`src/rtl/multi_dataflow_job_sequencer.sv`:
```
// multi_dataflow_job_sequencer: job-level controller that arms streamers, launches the engine,
// counts output beats, waits for sink drain and guards the job with a stall watchdog.
module multi_dataflow_job_sequencer #(
   parameter int LEN_W   = 16,
   parameter int TO_W    = 12,
   parameter int TIMEOUT = 4095
) (
   input  logic             clk_i,
   input  logic             rst_ni,
   input  logic             clear_i,
   input  logic             start_i,
   input  logic [LEN_W-1:0] len_i,
   input  logic             src_ready_i,
   input  logic             sink_ready_i,
   input  logic             sink_done_i,
   input  logic             out_hs_i,
   output logic             src_start_o,
   output logic             sink_start_o,
   output logic             engine_start_o,
   output logic             engine_clear_o,
   output logic             busy_o,
   output logic             done_o,
   output logic             err_o,
   output logic [LEN_W-1:0] beat_cnt_o
);
   typedef enum logic [2:0] {IDLE, ARM, LAUNCH, RUN, DRAIN, DONE, ERR} state_e;
   state_e state_q, state_d;
   logic [LEN_W-1:0] len_q, len_d, beat_q, beat_d;
   logic [TO_W-1:0] wd_q, wd_d;
   logic last, timeout;
   always_ff @(posedge clk_i or negedge rst_ni) begin
      if (!rst_ni) begin
         state_q <= IDLE;
         len_q   <= '0;
         beat_q  <= '0;
         wd_q    <= '0;
      end else begin
         state_q <= state_d;
         len_q   <= len_d;
         beat_q  <= beat_d;
         wd_q    <= wd_d;
      end
   end
   // last: this handshake completes the job; timeout: this idle cycle is the TIMEOUT-th
   always_comb begin
      state_d = state_q;
      len_d   = len_q;
      beat_d  = beat_q;
      wd_d    = wd_q;
      last    = beat_q == len_q - LEN_W'(1);
      timeout = wd_q == TO_W'(TIMEOUT - 1);
      if (clear_i) begin
         state_d = IDLE;
         beat_d  = '0;
         wd_d    = '0;
      end else begin
         case (state_q)
            IDLE: if (start_i) begin
               len_d   = len_i;
               beat_d  = '0;
               state_d = (len_i != '0) ? ARM : DONE;
            end
            ARM: state_d = (src_ready_i && sink_ready_i) ? LAUNCH : ARM;
            LAUNCH: begin
               wd_d    = '0;
               beat_d  = out_hs_i ? beat_q + LEN_W'(1) : beat_q;
               state_d = (out_hs_i && last) ? DRAIN : RUN;
            end
            RUN: if (out_hs_i) begin
               beat_d  = beat_q + LEN_W'(1);
               wd_d    = '0;
               state_d = last ? DRAIN : RUN;
            end else begin
               wd_d    = wd_q + TO_W'(1);
               state_d = timeout ? ERR : RUN;
            end
            DRAIN: if (sink_done_i) begin
               wd_d    = '0;
               state_d = DONE;
            end else begin
               wd_d    = wd_q + TO_W'(1);
               state_d = timeout ? ERR : DRAIN;
            end
            DONE:    state_d = IDLE;
            ERR:     state_d = ERR;
            default: state_d = IDLE;
         endcase
      end
   end
   assign src_start_o    = (state_q == LAUNCH) && !clear_i;
   assign sink_start_o   = (state_q == LAUNCH) && !clear_i;
   assign engine_start_o = (state_q == LAUNCH) && !clear_i;
   assign done_o         = (state_q == DONE) && !clear_i;
   assign engine_clear_o = clear_i || ((state_q == IDLE) && start_i && (len_i != '0));
   assign busy_o         = state_q inside {ARM, LAUNCH, RUN, DRAIN};
   assign err_o          = state_q == ERR;
   assign beat_cnt_o     = beat_q;
endmodule

```
`config.mk`:
```
export PLATFORM = sky130hd
export DESIGN_NAME = multi_dataflow_job_sequencer
export DESIGN_NICKNAME = d
export VERILOG_FILES = /design/src/rtl/multi_dataflow_job_sequencer.sv
export SDC_FILE = /design/constraint.sdc
export NUM_CORES = 1
export LEC_CHECK = 0
export ABC_AREA = 0
export BUFFER_PORTS_ARGS = -buffer_cell sky130_fd_sc_hd__buf_2
export CAP_MARGIN = 15
export CORE_ASPECT_RATIO = 1.5
export CORE_MARGIN = 2
export CORE_UTILIZATION = 40
export CTS_CLUSTER_DIAMETER = 80
export DETAILED_ROUTE_END_ITERATION = 16
export HOLD_SLACK_MARGIN = 0.1
export SYNTH_ARGS = -nofsm -noshare
export SYNTH_HDL_FRONTEND = slang
export SYNTH_SLANG_ARGS = --single-unit
export TNS_END_PERCENT = 1
```
`constraint.sdc`:
```
create_clock -name clk_i -period 3.2 [get_ports clk_i]
set_input_delay 0.32 -clock clk_i [delete_from_list [all_inputs] [get_ports clk_i]]
set_output_delay 0.32 -clock clk_i [all_outputs]
set_load 0.02 [all_outputs]
```
* Word-level counts from Yosys, hierarchy flattened
Index checks and enable logic that the tools add are counted.
** Operators by class
- $add $sub $neg :: 3
- $mul :: 0
- Divide/modulo/power cells :: 0
- Magnitude comparators :: 0
- Eq/ne operators :: 10
- Shift operators :: 0
- Muxes and demuxes :: 19
- Bitwise gates (word level) :: 1
- Reductions and logical operators :: 16
** Operators with widths (count)
- two-way mux 16 bit :: 3
- two-way mux 12 bit :: 3
- case mux 12 bit (3 select lines) :: 1
- case mux 16 bit (2 select lines) :: 1
- two-way mux 3 bit :: 7
- case mux 3 bit (6 select lines) :: 1
- adder 16 x 1 -> 16 bit (second input constant) :: 1
- == test 16 bit :: 1
- nonzero test 16 bit :: 1
- subtractor 16 x 1 -> 16 bit (second input constant) :: 1
- adder 12 x 1 -> 12 bit (second input constant) :: 1
- == test 12 bit (second input constant) :: 1
- == test 3 bit (second input constant) :: 3
- nonzero test 4 bit :: 2
- == test 3 x 2 -> 1 bit (second input constant) :: 2
- logical AND 1 bit :: 6
- two-way mux 2 bit :: 3
- AND reduction 3 bit :: 2
- == test 3 x 1 -> 1 bit (second input constant) :: 1
- logical NOT 3 bit :: 1
- inequality test 3 x 1 -> 1 bit (second input constant) :: 1
- inequality test 3 bit (second input constant) :: 1
- nonzero test 3 bit :: 1
- OR reduction 2 bit :: 1
- 3 further kinds :: 3
** Storage, ports and cells
- Register bits after elaboration :: 47
- Bits in latches :: 0
- Memory bits (writable) :: 0
- ROM bits :: 0
- Memories :: 0

* Longest topological paths before layout
Gate-level depths: netlist of the first run.
- Depth after elaboration :: 6
- Gate-level depth with buffers :: 8

* Worst setup path before layout of the first run
Ideal clock, no wire load.
- Path type :: reg2reg
- From :: reg len_q[9]
- To :: reg state_q[0]
- Library setup time :: 0.135 ns
- Arrival time :: 2.741 ns
- Required time :: 3.065 ns
- Path slack :: 0.324 ns
- Stages on the path, launching flop included :: 8
- Clock period less this slack :: 2.876 ns
- Cell sequence :: dfrtp_1 > buf_6 > or4_4 > or4_1 > a2111o_1 > a2111o_1 > a2111oi_2 > o31ai_1
** On the way
- Cells in the longest elaborated chain, start to end :: 6
- Elaborated cells between the ends (all ways) :: 8
- Those cells by class :: add/sub: 1; eq/ne: 1; mux: 5; reduce/logical: 1
** RTL lines
- start: declaration :: line 28 : logic [LEN_W-1:0] len_q, len_d, beat_q, beat_d;
- start signal: assignment :: line 39 : len_q <= len_d;
- subtractor 16 x 1 -> 16 bit * :: line 50 : last = beat_q == len_q - LEN_W'(1);
- == test 16 bit * :: line 50
- two-way mux 3 bit / logical AND 1 bit (equally long branches) :: line 72, 67
- two-way mux 3 bit (on tied branches) :: line 69, 67
- case mux 3 bit (6 select lines) * :: line 57 : case (state_q)
- two-way mux 3 bit * :: line 52 : if (clear_i) begin
- end signal: assignment :: line 38 : state_q <= state_d;
- end: declaration :: line 27 : state_e state_q, state_d;
Mark *: on every way between the ends. The rest lies on a longest branch, timed or not.
A chain may end at the register's enable or synchronous reset.

* Worst setup path after layout of the first run
- From :: reg len_q[10]
- To :: reg state_q[0]
Same word-level chain as after synthesis.

==> results by group, run 1 <==
Floorplan
  – Die area: 7980 um2
  – Die width: 73.6 um
  – Rows: 38
  – Initial core utilization: 0.408
  – Core area: 7130 um2
  – Die height: 108 um
  – I/O pins: 47

Synth
  – Post-synth EDFFs: 0
  – Cells after synthesis: 323
  – Main combinational cell family by area after synthesis: simple AND/OR/NAND/NOR gates
  – Post-synthesis mux area share: 0.0620
  – Post-Synth Simple-Gate Area: 0.247
  – Post-synthesis adder-cell area fraction: 0.0172
  – FF+latch count, synth: 47
  – Xor/xnor share of the synthesized area: 0.0770
  – Main synth FF type: dfrtp_1
  – Mapped Nets: 351
  – Async SR Flop Fraction: 1.00
  – Syn_area_per_cell: 9.00 um2
  – Sequential area share after synthesis: 0.404
  – YS warnings: 0
  – Cell Area, Synth: 2910 um2
  – Synth Area in Compound Gates: 0.157
  – Library cells used by synthesis: 47

Drt
  – Via count: 2511
  – Via density: 5.59
  – Total wire length: 7020 um
  – 1st-pass router iterations: 6
  – Residual DRC: 0
  – Antenna viol nets, final: 0
  – DRT iter0 DRCs: 104
  – WL/cell: 15.6 um

Global routing
  – Global route overflow: 0
  – Largest net degree at the start of global routing: 48
  – Initial antenna violation count: 0
  – Vias in the first global route: 2449
  – Total track usage: 0.190
  – First-pass GRT wire length: 11800 um

Finish
  – Most frequent cells in the layout: 47 x dfrtp_1, 46 x buf_2, 35 x nor2_1, 32 x o21ai_0, 20 x nand2_1
  – Area Overhead vs Synth: 15.0%
  – Share of cells above drive strength 1: 0.209
  – Non-Filler Instances: 449
  – Diodes inserted: 0
  – Most common cell after layout, fill and taps aside: dfrtp_1
  – Final #Nets: 396

Clock tree
  – Postcts setup bufs: 0
  – CTS tree: built
  – Root Driver: clkbuf_8
  – TritonCTS buffer count: 5
  – Reg clk slew, reported paths: 0.09 ns
  – Clk sinks: 47
  – Post_cts resized: 0
  – Htree depth: 2
  – Clock Tree Buf Depth: 2
  – Cts hold-fix bufs: 0
  – Clk_lat worst skew: 0.30 ns

Setup path
  – CP top delay family: compound AO/OA/AOI/OAI gates
  – Critical Path Sink Type: flip-flop
  – Most used cell, CP: a2111o_1
  – Setup CP Type: reg2reg
  – Crit path cell chain: or4_4 -> or4_1 -> a2111o_1 -> a2111o_1 -> a2111oi_2 -> o31ai_1
  – Reg2reg setup slack: 0.15 ns
  – Slowest cell on the critical path: or4_4
  – Startpoint type of the worst setup path: flip-flop
  – WP data required: 3.37 ns
  – Crit path buf inv count: 0
  – Crit Path Max Fanout: 6
  – CP max stage delay: 0.54 ns
  – CP arrival: 3.22 ns

STA
  – Hold WS: 0.233 ns
  – Fin. max-slew vios: 0
  – Setup TNS Final: 0 ns
  – Unrepaired setup endpoints after global routing: false
  – Fin crit share: 0.954
  – Slew HR: 0.470
  – # setup viols final: 0
  – Final Hold Fails: 0
  – Fmax: 327 MHz
  – Final Skew: 0.00768 ns
  – Worst Max-Slew Pin Slew: 0.792 ns
  – Min Clock Period, post-route: 3.05 ns

Power and ir drop
  – Total power: 1.63 mW
  – Peak VDD IR: 0.000209 V
  – PD cells: 487 nW/um2
  – Cell leakage power: 1.45 nW

Run status
  – Outcome: finished clean

Placement
  – DP Wirelength: 5330 um
  – Routability cong.: 0.840
  – PortBufs: 46
  – Placed insts: 439

Worst hold path
  – Hold crit path type: in2reg

Job
  – Max cap viols: 0
==> state kept, by name, summed over array words and instances (netlist names) <==
register,cells
wd_q,12
len_q,16
state_q,3
beat_cnt_o,16
==> layer usage <==
metal / vias to the layer above / share of wire / global-route usage
li1: 1265 / - / -
met1: 1192 / 0.42 / 0.235
met2: 47 / 0.53 / 0.341
met3: 7 / 0.034 / 0.0233
met4: 0 / 0.013 / 0.0545
met5: - / 0 / 0
==> worst paths after layout <==
kind                                  startpoint                   endpoint  cells past startpoint
min reg2reg                  wd_q[6]$_DFFE_PN0P_        wd_q[6]$_DFFE_PN0P_                      1
min                                     len_i[1]       len_q[1]$_DFFE_PN0P_                      3
max in group asynchronous                 rst_ni  beat_cnt_o[3]$_DFFE_PN0P_                      3
max reg2reg                len_q[10]$_DFFE_PN0P_     state_q[0]$_DFFE_PN0P_                      6
max                        len_q[10]$_DFFE_PN0P_     state_q[0]$_DFFE_PN0P_                      6
min in group asynchronous                 rst_ni      len_q[15]$_DFFE_PN0P_                      2
==> worst min-delay path, delay by kind of cell <==
kind            cells  cell delay [ns]
simple gates        1             0.04
buf+inv             1             0.09
compound gates      1             0.05
==> synth_stat cells, types with 7 or more instances <==
cell type,number,share of area
nand2_1,20,0.026
a21oi_1,10,0.017
or3_1,8,0.017
nor3_1,7,0.012
nor2_1,35,0.045
nand3_1,10,0.017
nor4_1,10,0.022
nand2b_1,10,0.022
xnor2_1,14,0.042
clkbuf_1,9,0.012
o21ai_0,32,0.055
and3_1,7,0.015
nand4_1,11,0.024
inv_1,12,0.015
dfrtp_1,47,0.40
mux2_2,16,0.062
xor2_1,9,0.027
==> through the flow <==
| step | utilization | worst slack, ns | cell area, um2 |
|---|---|---|---|
| finish | 0.469 | 0.146 | 3340 |
| global route | 0.469 | 0.00415 | 3340 |
| CTS | 0.465 | 0.161 | 3310 |
| detailed placement | 0.448 | 0.184 | 3190 |
| global placement | 0.448 | 0.232 | 3190 |
| floorplan | - | 0.324 | 2910 |
==> layout make-up <==
class,instances,area (um2)
timing repair buffer,50,275
sequential,47,1180
clock inverter,2,38.8
inverter,12,45.0
tap,80,100
clock buffer,6,82.6
fill,718,3790
multi-input combinational,252,1630
==> logic make-up after synthesis <==
group | Yosys count
and+or+nand+nor | 136
AOI/OAI and AO/OA | 72
DFF | 47
xor gates and xnor gates | 24
buffers and inverters | 24
muxes | 16
adders and majority gates | 4
==> power breakdown <==
part	internal (mW)	switching, mW	total (mW)
combinational	0.204	0.205	0.409
clock	0.257	0.211	0.469
sequential	0.657	0.0959	0.753
total	1.12	0.512	1.63
No activity file was read; power rests on OpenSTA's default activity.
==> run 2: changes to the inputs <==
- ABC_AREA: 0 -> 1
- CORE_ASPECT_RATIO: 1.5 -> 0.6
==> run 2 against run 1 <==
Compared with the run above:
- clock power is 17% higher
- die area is 13% higher
- area after synthesis is 14% higher
- register-to-register slack better by 0.95 ns
- cell area is 14% higher
- via count is 26% higher
- critical path type unchanged
- largest power group unchanged
==> results by group, run 2 <==
Run status
  – Outcome: finished clean

Drt
  – WL/cell: 14.0 um
  – 1st-pass router iterations: 4
  – Via count: 3159
  – Residual DRC: 0
  – Antenna viol nets, final: 0
  – Via density: 5.03
  – Total wire length: 8770 um
  – DRT iter0 DRCs: 218

Clock tree
  – Htree depth: 2
  – Reg clk slew, reported paths: 0.06 ns
  – Postcts setup bufs: 0
  – Cts hold-fix bufs: 1
  – CTS tree: built
  – Clk sinks: 47
  – Clock Tree Buf Depth: 2
  – Post_cts resized: 0
  – Clk_lat worst skew: 0.29 ns
  – TritonCTS buffer count: 5
  – Root Driver: clkbuf_16

Synth
  – Top cells by count, synth: 105 x nand2_1, 71 x inv_1, 57 x nor2_1
  – Main combinational cell family by area after synthesis: simple AND/OR/NAND/NOR gates
  – Most frequent cell after synthesis: nand2_1
  – Synth Area in Compound Gates: 0.111
  – Async SR Flop Fraction: 1.00
  – Post-synthesis adder-cell area fraction: 0.0151
  – Top cells by area, synth: dfrtp_1 36%, nand2_1 12%, inv_1 8.1%
  – Post-synthesis mux area share: 0.0102
  – YS warnings: 0
  – Post-synth EDFFs: 0
  – Post-Synth Simple-Gate Area: 0.378
  – Xor/xnor share of the synthesized area: 0.0314
  – FF+latch count, synth: 47
  – Cell Area, Synth: 3310 um2
  – Yosys top cell by area: dfrtp_1
  – Sequential area share after synthesis: 0.355
  – Library cells used by synthesis: 46
  – Main synth FF type: dfrtp_1
  – Mapped Nets: 498
  – Top-area cell type share of the netlist area: 0.355
  – Syn_area_per_cell: 7.04 um2
  – Cells after synthesis: 470

STA
  – Hold WS: 0.276 ns
  – Final Skew: 0.00458 ns
  – Slew HR: 0.453
  – Min Clock Period, post-route: 2.10 ns
  – Fin crit share: 0.656
  – Fin. max-slew vios: 0
  – Fmax: 476 MHz
  – Final Hold Fails: 0
  – Final setup margin: 1.10 ns
  – Setup TNS Final: 0 ns
  – Unrepaired setup endpoints after global routing: false
  – # setup viols final: 0
  – Worst Max-Slew Pin Slew: 0.819 ns

Floorplan
  – Die height: 74.5 um
  – Initial core utilization: 0.417
  – Core area: 7950 um2
  – Rows: 25
  – Die width: 121 um
  – I/O pins: 47
  – Die area: 9040 um2

Setup path
  – Launch point of the worst path: state_q[2]$_DFFE_PN0P_
  – CP max stage delay: 0.42 ns
  – Worst reg2reg endpoint: beat_cnt_o[10]$_DFFE_PN0P_
  – Reg2reg setup slack: 1.10 ns
  – Worst-case reg-to-reg path depth: 10
  – Crit path buf inv count: 4
  – CP arrival: 2.28 ns
  – Crit path cell chain: inv_1 -> nand2_1 -> o21ai_4 -> inv_2 -> nor2_4 -> inv_1 -> nand2_1 -> nand2_1 -> o21ai_0 -> inv_1
  – R2r startpoint: state_q[2]$_DFFE_PN0P_
  – Setup CP Type: reg2reg
  – Critical Path Sink Type: flip-flop
  – CP top delay family: simple AND/OR/NAND/NOR gates
  – Startpoint type of the worst setup path: flip-flop
  – WP data required: 3.38 ns
  – Slowest cell on the critical path: dfrtp_1
  – Critical path depth: 10
  – Crit Path Max Fanout: 15
  – CP endpoint: beat_cnt_o[10]$_DFFE_PN0P_

Job
  – Max cap viols: 0

Finish
  – Most frequent cells in the layout: 105 x nand2_1, 71 x inv_1, 57 x nor2_1, 47 x dfrtp_1, 46 x buf_2
  – Most common cell after layout, fill and taps aside: nand2_1
  – Final #Nets: 547
  – Diodes inserted: 0
  – Area Overhead vs Synth: 15.3%
  – Area of the multi-input gates: 1800 um2
  – Fill cells: 806
  – Core Util, Final: 0.480
  – Share of cells above drive strength 1: 0.198
  – Non-Filler Instances: 628
  – Reg area: 1180 um2

Power and ir drop
  – Cell leakage power: 1.95 nW
  – PD cells: 432 nW/um2
  – Peak VDD IR: 0.000229 V

Placement
  – DP Wirelength: 7100 um
  – Placed insts: 619
  – Routability cong.: 0.889
  – PortBufs: 46
  – DP Worst Slack: 1.11 ns

Global routing
  – Largest net degree at the start of global routing: 30
  – First-pass GRT wire length: 14200 um
  – Total track usage: 0.206
  – Global route overflow: 0
  – Vias in the first global route: 2793
  – Initial antenna violation count: 0

Worst hold path
  – Hold crit path type: in2reg
==> run 2: worst min path at each step <==
stage	start	endpoint	slack (ns)	depth (start not counted)
floorplan	rst_ni	beat_cnt_o[0]$_DFFE_PN0P_	0.02	0
global placement	rst_ni	beat_cnt_o[11]$_DFFE_PN0P_	0.39	1
detailed placement	rst_ni	beat_cnt_o[11]$_DFFE_PN0P_	0.39	1
finish	len_i[10]	len_q[10]$_DFFE_PN0P_	0.28	2
CTS	len_i[10]	len_q[10]$_DFFE_PN0P_	0.27	2
global route	len_i[10]	len_q[10]$_DFFE_PN0P_	0.28	2
==> run 2: kinds of logic (layout without fill, tap and decap cells) <==
family / after synthesis / in the layout
flip-flops: 47 / 47
AO/OA/AOI/OAI: 61 / 61
adder cells (fa/ha/maj): 4 / 4
XOR/XNOR: 11 / 11
multiplexers: 3 / 3
buffers and inverters: 85 / 135
AND/OR/NAND/NOR: 259 / 259
==> run 2: layer usage <==
| layer | track usage | vias to the layer above | wire, um |
|---|---|---|---|
| met5 | 0 | - | 0 |
| met4 | 0.0536 | 0 | 112 |
| met2 | 0.245 | 100 | 3010 |
| met3 | 0.0399 | 12 | 591 |
| met1 | 0.353 | 1438 | 5050 |
| li1 | - | 1609 | - |
==> run 2: layout make-up <==
type | instances | share of cell area
multi-input cells | 338 | 0.473
flip-flops and latches | 47 | 0.308
inverters | 79 | 0.0780
repair buffers | 48 | 0.0649
clock buffers | 8 | 0.0410
well taps | 108 | 0.0354
==> run 2: power breakdown <==
group | internal [mW] | switching, mW | total [mW]
sequential | 0.640 | 0.0789 | 0.719
combinational | 0.133 | 0.248 | 0.381
clock | 0.333 | 0.219 | 0.551
total | 1.11 | 0.545 | 1.65
==> run 2: metrics by stage <==
step           power, mW  area, um2
6_report            1.65       3820
2_1_floorplan      0.985       3310
5_1_grt             1.76       3820
3_3_place_gp        1.10       3650
4_1_cts             1.66       3820
3_5_place_dp        1.10       3650
